--- config.mk ---
export PLATFORM = sky130hd
export DESIGN_NAME = bit_packer
export DESIGN_NICKNAME = d
export VERILOG_FILES = /design/src/rtl/bit_packer_pkg.sv /design/src/rtl/bit_packer.sv
export SDC_FILE = /design/constraint.sdc
export NUM_CORES = 1
export LEC_CHECK = 0
export CAP_MARGIN = 20
export CORE_ASPECT_RATIO = 1.2
export CORE_MARGIN = 3
export CORE_UTILIZATION = 40
export CTS_CLUSTER_DIAMETER = 200
export DETAILED_ROUTE_END_ITERATION = 7
export PLACE_DENSITY = 0.74
export SLEW_MARGIN = 10
export SYNTH_ARGS = -nofsm -noshare
export SYNTH_HDL_FRONTEND = slang
export SYNTH_SLANG_ARGS = --single-unit
export TNS_END_PERCENT = 30
--- constraint.sdc ---
create_clock -name clk -period 2 [get_ports clk]
set_clock_uncertainty 0.2 [all_clocks]
set_input_delay 0.4 -clock clk [delete_from_list [all_inputs] [get_ports clk]]
set_output_delay 0.4 -clock clk [all_outputs]
set_load 0.02 [all_outputs]
--- src/rtl/bit_packer_pkg.sv ---
`timescale 1ns/1ps
`default_nettype none
// ============================================================================
//  Module   : bit_packer_pkg
//  Purpose  : Shared definitions for the bit_packer serial-to-parallel block:
//             output-register state encoding, drop-counter ceiling and the
//             word parity helper.
//  Ports    : none (package)
//  Revision : 1.0 - initial release
// ============================================================================
package bit_packer_pkg;

    // Occupancy of the single-entry output register.
    typedef enum logic [0:0] {
        EMPTY = 1'b0,
        FULL  = 1'b1
    } slot_state_t;

    // drop_count saturates here rather than wrapping back to zero.
    localparam logic [7:0] DROP_MAX = 8'd255;

    // Even/odd parity of a word. Callers zero-extend narrower words, which
    // leaves the XOR unchanged.
    function automatic logic parity_of(input logic [31:0] word);
        return ^word;
    endfunction

endpackage : bit_packer_pkg
`default_nettype wire

--- src/rtl/bit_packer.sv ---
`timescale 1ns/1ps
`default_nettype none
// ============================================================================
//  Module   : bit_packer
//  Purpose  : Packs a 1-bit qualified serial stream into WIDTH-bit words and
//             presents each word with its parity on a valid/ready port.
//             The serial side cannot be stalled, so a word that completes
//             while the output register is still occupied (and not being
//             accepted) is dropped, flagged via overflow and counted.
//  Params   : WIDTH     - bits per word (2..32)
//             MSB_FIRST - 1: first bit lands in word_data[WIDTH-1]
//                         0: first bit lands in word_data[0]
//  Ports    : clk, rst (async, active-high)
//             clear            - discard the partial word (bit counter only)
//             bit_in/bit_valid - serial input and its qualifier
//             word_data/word_parity/word_valid/word_ready - output handshake
//             overflow         - sticky, a completed word was dropped
//             drop_count       - dropped words, saturating at 255
//  Revision : 1.0 - initial release
// ============================================================================
module bit_packer
    import bit_packer_pkg::*;
#(
    parameter int unsigned WIDTH     = 8,
    parameter int unsigned MSB_FIRST = 1
) (
    input  logic             clk,
    input  logic             rst,
    input  logic             clear,
    input  logic             bit_in,
    input  logic             bit_valid,
    output logic [WIDTH-1:0] word_data,
    output logic             word_parity,
    output logic             word_valid,
    input  logic             word_ready,
    output logic             overflow,
    output logic [7:0]       drop_count
);

    localparam int unsigned CW = $clog2(WIDTH);
    localparam logic [CW-1:0] c_LAST = CW'(WIDTH - 1);

    // ------------------------------------------------------------------
    // Accumulator
    // ------------------------------------------------------------------
    logic [WIDTH-1:0] r_shift;
    logic [CW-1:0]    r_cnt;
    logic             r_done;      // one-cycle pulse: r_shift holds a full word
    logic [WIDTH-1:0] w_shift_nxt;

    generate
        if (MSB_FIRST != 0) begin : g_msb_first
            // Shift left: the earliest bit ends up in the top position.
            assign w_shift_nxt = {r_shift[WIDTH-2:0], bit_in};
        end else begin : g_lsb_first
            // Shift right: the earliest bit ends up in bit 0.
            assign w_shift_nxt = {bit_in, r_shift[WIDTH-1:1]};
        end
    endgenerate

    // The completed word is handed over one edge after its last bit is
    // sampled. r_shift still holds the whole word during the r_done cycle
    // even if a new bit shifts in on that same edge, because the output
    // register reads the pre-edge value. clear only zeroes the counter, so
    // a pending word survives a clear.
    always_ff @(posedge clk or posedge rst) begin
        if (rst) begin
            r_shift <= '0;
            r_cnt   <= '0;
            r_done  <= 1'b0;
        end else begin
            r_done <= 1'b0;
            if (clear) begin
                r_cnt <= '0;
            end else if (bit_valid) begin
                r_shift <= w_shift_nxt;
                if (r_cnt == c_LAST) begin
                    r_cnt  <= '0;
                    r_done <= 1'b1;
                end else begin
                    r_cnt <= r_cnt + CW'(1);
                end
            end
        end
    end

    // ------------------------------------------------------------------
    // Output register state machine
    // ------------------------------------------------------------------
    slot_state_t r_state;
    slot_state_t w_state_nxt;
    logic        w_handshake;
    logic        w_load;
    logic        w_drop;

    always_ff @(posedge clk or posedge rst) begin
        if (rst) begin
            r_state <= EMPTY;
        end else begin
            r_state <= w_state_nxt;
        end
    end

    always_comb begin
        w_state_nxt = r_state;
        w_handshake = (r_state == FULL) && word_ready;
        w_load      = 1'b0;
        w_drop      = 1'b0;
        case (r_state)
            EMPTY: begin
                if (r_done) begin
                    w_load      = 1'b1;
                    w_state_nxt = FULL;
                end
            end
            FULL: begin
                if (r_done) begin
                    // Same-cycle accept frees the slot for the new word;
                    // otherwise the held word wins and the new one is lost.
                    if (w_handshake) begin
                        w_load = 1'b1;
                    end else begin
                        w_drop = 1'b1;
                    end
                end else if (w_handshake) begin
                    w_state_nxt = EMPTY;
                end
            end
            default: begin
                w_state_nxt = EMPTY;
            end
        endcase
    end

    // ------------------------------------------------------------------
    // Output data, parity and drop bookkeeping
    // ------------------------------------------------------------------
    logic [WIDTH-1:0] r_data;
    logic             r_parity;
    logic             r_overflow;
    logic [7:0]       r_drop_count;

    always_ff @(posedge clk or posedge rst) begin
        if (rst) begin
            r_data   <= '0;
            r_parity <= 1'b0;
        end else if (w_load) begin
            r_data   <= r_shift;
            r_parity <= parity_of(32'(r_shift));
        end
    end

    always_ff @(posedge clk or posedge rst) begin
        if (rst) begin
            r_overflow   <= 1'b0;
            r_drop_count <= '0;
        end else if (w_drop) begin
            r_overflow <= 1'b1;
            if (r_drop_count != DROP_MAX) begin
                r_drop_count <= r_drop_count + 8'd1;
            end
        end
    end

    assign word_data   = r_data;
    assign word_parity = r_parity;
    assign word_valid  = (r_state == FULL);
    assign overflow    = r_overflow;
    assign drop_count  = r_drop_count;

endmodule : bit_packer
`default_nettype wire

==> flow_summary.toml, run 1 <==
[global_routing]
grt_pass1_wl_mm = 4.35
grt_pass1_vias = 979
grt_use_total = 0.142
grt_overflow = 0
grt_max_degree = 32
antenna_found_initial = 0

[clock_network]
cts_root_buf = "clkbuf_4"
numCtsBuffers = 5
tritoncts = "done"
clk_latency_ps = 320
cts_hold_buf = 0
clockBufferDepth = 2
cts-htree-levels = 2
cts_sinks = 31
path_clk_slew_ps = 80

[synth]
synth_top_area_cell = "dfrtp_1"
netlist_top_cells_area = "dfrtp_1 58%, mux2_2 14%, xnor2_1 7.2%"
syn_area_sq_mm = 0.00134
synth_edf_count = 0
synth_cell_type_count = 24
synthesis.nets = 111
synthCells = 102
synthArstFlopShare = 1.00
yosys_warnings = 0
synth_seq_cells = 31
syn_avg_cell_area_sq_um = 13.1
ys_seq_area_frac = 0.578
netlist.area_leader.share = 0.578
synth-main-ff-cell = "dfrtp_1"

[setup_path]
cpPeakStageDelay_ps = 620
required_ps = 1400
worstPathMaxFanout = 4
worstSetupPathType = "flop to output port"
crit-reg2reg-launch = "drop_count[0]"
cp.depth = 1
cp_num_buf_inv = 1
critical_path.startpoint = "drop_count[6]"
crit_family = "buffers and inverters"
cpMaxStageDelayCell = "clkdlybuf4s50_1"
r2r_cells = 5
crit_path_cell_trace = "clkdlybuf4s50_1"
worstSetupEndpointType = "output port"
startpoint_type = "flop"
arrival_ps = 1330

[power_and_ir_drop]
combPwrFrac = 0.215
seqPwrFrac = 0.561
ir_drop_mv = 0.481
clock_power_share = 0.224
p_leak_nw = 0.859
internal_power_mw = 1.01
switchingPower_mw = 0.364
power_density_mw_per_mm2 = 805
p_total_mw = 1.37
switching_share = 0.265

[routing]
drtPass1Iterations = 2
post-route-drc-count = 0
wl_per_cell_microns = 14.2
drt_iter0_markers = 36
viasPerCell = 5.18
route.vias.total = 880
drt-total-wl_mm = 2.42
drtAntennaViolNets = 0

[sta]
fmax_ghz = 0.517
fin_crit_sh = 0.966
final-hold-violation-count = 0
tightest_slew_ps = 404
max_slew_margin = 0.730
timing.hold.ws_ps = 245
slew_violations = 0
setup_viol = 0
fin_crit_ps = 1930

[final_layout]
fin_nets = 144
areaGrowthSynthToFinish_pct = 27.1
diodes = 0
stdcell_count = 170
final_layout_size_suffix_gt1_frac = 0.224
postLayoutCoreUtil = 0.543
final_area_sq_mm = 0.00170

[worst_hold_path]
worstHoldPathType = "input pin to async pin"

[floorplanning]
fp.dieH_microns = 69.4
die-area_sq_mm = 0.00409
rows = 22
die_w_microns = 58.9
start_util = 0.427
ios = 25
core_area_sq_mm = 0.00314

[run_status]
status = "completed"

[placement]
place_hpwl_mm = 1.78
dpl-instance-area_sq_mm = 0.00166
place_inst = 164
place.gp.congestion = 0.827
port_buffers = 24

[flow_run]
maxCapViolations = 0
-- cell families (layout without fill, tap and decap cells) --
group / count (synthesis) / in the layout / synth area share
AO/OA/AOI/OAI: 7 / 7 / 0.0345
adder cells (fa/ha/maj): 3 / 3 / 0.0280
XOR/XNOR: 12 / 12 / 0.0784
AND/OR/NAND/NOR: 26 / 26 / 0.111
multiplexers: 19 / 19 / 0.158
flip-flops: 31 / 31 / 0.578
buffers and inverters: 4 / 36 / 0.0121
-- area by class of cell --
class / instances / area, sq um
multi-input combinational: 67 / 549
sequential: 31 / 776
inverter: 3 / 11.3
fill: 288 / 1430
tap: 36 / 45.0
clock buffer: 6 / 41.3
timing repair buffer: 27 / 282
-- timing repair --
item / in CTS / in global routing
gates resized for setup: 3 / 4
setup endpoints to repair: 3 / 4
setup buffers: 0 / 0
-- stage by stage --
step / TNS, ps / setup WS, ps
2_1_floorplan: 0 / 211
3_3_place_gp: 0 / 11.3
3_5_place_dp: -319 / -41.5
4_1_cts: 0 / 7.96
5_1_grt: -3.86 / -3.86
6_report: 0 / 67.4
-- state kept, by name (all words and copies together) (netlist names) --
signal	count
word_parity	1
r_cnt	3
drop_count	8
r_shift	8
overflow	1
r_done	1
word_valid	1
word_data	8
-- routing by layer --
metal,up-vias,part of all wire,track usage
li1,415,-,-
met3,6,0.067,0.0652
met1,432,0.39,0.157
met2,27,0.52,0.229
met5,-,0,0
met4,0,0.021,0.0605
-- power groups by stage --
stage | logic, mW | clock network, mW | registers (mW)
6_report | 0.295 | 0.307 | 0.769
5_1_grt | 0.329 | 0.362 | 0.782
4_1_cts | 0.304 | 0.330 | 0.771
3_5_place_dp | 0.302 | 0 | 0.784
3_3_place_gp | 0.293 | 0 | 0.776
2_1_floorplan | 0.252 | 0 | 0.761
-- worst register-to-register path, cell delays in order, from the launching register on --
cell,delay (ps)
dfrtp_1,410
ha_1,180
and2_1,180
nand3_2,140
o21ai_2,200
mux2_2,350
-- worst paths after layout --
check | to | slack, ps
min in group clk | overflow | 280
max | drop_count[6] | 70
max reg2reg | drop_count[1] | 230
min | drop_count[2] | 250
min reg2reg | overflow | 280
max in group asynchronous | word_data[2] | 1070
-- cells in the final DEF, fill, tap and decap left out, types with 2 or more instances in the layout --
cell	Yosys	routed
and2_1	2	2
buf_4	0	2
clkbuf_4	0	5
clkdlybuf4s50_1	0	17
dfrtp_1	31	31
dlygate4sd2_1	0	3
dlymetal6s2s_1	0	4
ha_1	3	3
inv_1	3	3
mux2_2	17	17
mux2i_1	2	2
nand2_1	5	5
nand2b_1	4	4
nand3_1	3	3
nand4_1	2	2
nor2_1	5	5
o211ai_1	2	2
o21ai_0	2	2
xnor2_1	11	11
-- cells in the mapped netlist, types with 2 or more instances --
library cell and number:
ha_1 3, nand3_1 3, nor2_1 5, and2_1 2, o21ai_0 2, mux2_2 17, nand2b_1 4, inv_1 3
mux2i_1 2, nand2_1 5, dfrtp_1 31, xnor2_1 11, nand4_1 2, o211ai_1 2
Power figures use the tool's default switching activity.
==> run 2, diff against run 1 <==
ABC_AREA = 1   (was default)
CTS_CLUSTER_DIAMETER = 100   (was 200)
PLACE_DENSITY = 0.73   (was 0.74)
==> run 2 against run 1 <==
Effect of this change: sequential cell count unchanged; area after synthesis up 10%; non-clock buffer count down 1; via count up 36%; sequential share of layout area down 4.2 points; combinational power down 25%; critical path type unchanged; highest routed layer unchanged.
==> flow_summary.toml, run 2 <==
[sta]
slew_violations = 0
fin_crit_sh = 0.966
fin_crit_ps = 1930
tns_ps = 0
tightest_slew_ps = 499
setup_viol = 0
max_slew_margin = 0.666
fmax_ghz = 0.518
final-hold-violation-count = 0
rsz0062_at_grt = "false"

[placement]
dpl-instance-area_sq_mm = 0.00177
port_buffers = 24
place_hpwl_mm = 1.94
place.gp.congestion = 0.808

[setup_path]
worstPathMaxFanout = 4
crit_family = "buffers and inverters"
cp_num_buf_inv = 1
cpMaxStageDelayCell = "clkdlybuf4s50_1"
crit-reg2reg-launch = "drop_count[0]"
rrSetupSlack_ps = 550
arrival_ps = 1330
cpPeakStageDelay_ps = 630
startpoint_type = "flop"
r2r_cells = 6
required_ps = 1400
r2r-end = "drop_count[4]"
worstSetupEndpointType = "output port"
crit_path_cell_trace = "clkdlybuf4s50_1"
worstSetupPathType = "flop to output port"

[final_layout]
areaGrowthSynthToFinish_pct = 26.6
final_common_cell = "nand2_1"
final_cell_mix = "77 x nand2_1, 31 x dfrtp_1, 23 x clkdlybuf4s50_1, 22 x inv_1, 18 x o21ai_0"
fin_nets = 224
diodes = 0
final_layout_size_suffix_gt1_frac = 0.0880
postLayoutCoreUtil = 0.543
final_area_sq_mm = 0.00188

[run_status]
status = "completed"

[routing]
drtPass1Iterations = 4
wl_per_cell_microns = 10.2
route.vias.total = 1200
drtAntennaViolNets = 0
drt-total-wl_mm = 2.59
post-route-drc-count = 0
viasPerCell = 4.74
drt_iter0_markers = 59

[clock_network]
post-cts-setup-buffers = 0
cts_sinks = 31
cts-htree-levels = 2
numCtsBuffers = 5
tritoncts = "done"
path_clk_slew_ps = 60
clockBufferDepth = 2
cts_root_buf = "clkbuf_8"
clk_latency_ps = 280
cts_hold_buf = 0

[floorplanning]
rows = 23
start_util = 0.429
die_w_microns = 61.6
fp.dieH_microns = 72.7
ios = 25
die-area_sq_mm = 0.00447
core_area_sq_mm = 0.00345

[global_routing]
grt_overflow = 0
grt_pass1_wl_mm = 4.62
grt_max_degree = 32
grt_use_total = 0.138
grt_pass1_vias = 1066
antenna_found_initial = 0

[synth]
yosys_warnings = 0
synth_seq_cells = 31
synth_edf_count = 0
synthesis.nets = 193
ys_seq_area_frac = 0.524
syn_area_sq_mm = 0.00148
synth_cell_type_count = 22
synth-main-ff-cell = "dfrtp_1"
netlist_top_cells_area = "dfrtp_1 52%, nand2_1 20%, o21ai_0 6.1%"
synthArstFlopShare = 1.00
syn_avg_cell_area_sq_um = 8.05
synthCells = 184
netlist.area_leader.share = 0.524
synth_top_area_cell = "dfrtp_1"
yosysMostFrequentCell = "nand2_1"
synthTopCellsByCount = "77 x nand2_1, 31 x dfrtp_1, 22 x inv_1"

[power_and_ir_drop]
p_leak_nw = 0.981
power_density_mw_per_mm2 = 776
ir_drop_mv = 0.394

[worst_hold_path]
worstHoldPathType = "flop to flop"
min_to = "overflow"
whs_path_depth = 1
hp-start = "overflow"

[flow_run]
maxCapViolations = 0
run 2: cell families (layout without fill, tap and decap cells):
logic type | count (synthesis) | count (layout) | synth area share
AOI/OAI and AO/OA | 21 | 21 | 0.0726
DFF | 31 | 31 | 0.524
xor gates and xnor gates | 5 | 5 | 0.0296
buffers and inverters | 25 | 57 | 0.0650
adders and majority gates | 3 | 3 | 0.0253
and+or+nand+nor | 99 | 99 | 0.284
run 2: worst max path at each step:
stage	from	end	slack, ps	depth (start not counted)
global route	drop_count[4]	drop_count[4]	10	1
CTS	drop_count[3]	drop_count[3]	3	1
detailed placement	clear	r_cnt[0]	200	4
finish	drop_count[4]	drop_count[4]	70	1
floorplan	drop_count[0]	drop_count[7]	550	6
global placement	clear	r_shift[2]	220	4
run 2: power breakdown:
| part | internal (mW) | total [mW] | leakage, nW | switching, mW |
|---|---|---|---|---|
| Combinational | 0.0863 | 0.220 | 0.511 | 0.134 |
| Clock | 0.313 | 0.532 | 0.0515 | 0.218 |
| Sequential | 0.668 | 0.703 | 0.418 | 0.0353 |
run 2: routing by layer:
| layer | global-route usage | part of all wire | vias to the layer above |
|---|---|---|---|
| li1 | - | - | 634 |
| met5 | 0 | 0 | - |
| met1 | 0.173 | 0.44 | 533 |
| met3 | 0.0478 | 0.051 | 7 |
| met2 | 0.212 | 0.48 | 26 |
| met4 | 0.0637 | 0.022 | 0 |
run 2: area by class of cell:
class                           instances  area (sq um)
Fill cell                             331          1580
Sequential cell                        31           776
Multi-Input combinational cell        128           609
Timing Repair Buffer                   26           258
Clock buffer                            8           100
Inverter                               23          86.3
Tap cell                               37          46.3
run 2: per-stage QoR:
stage	instances	hold WS, ps	setup WS, ps	power [mW]
floorplan	184	280	547	0.876
global placement	245	257	215	0.933
detailed placement	245	260	201	0.939
CTS	253	275	3.16	1.48
global route	253	306	10.0	1.55
finish	253	265	68.7	1.46
run 2: timing repair:
action,CTS,global route
endpoints found under the hold margin,0,0
resized for setup,0,1
endpoints found under the setup margin,0,1
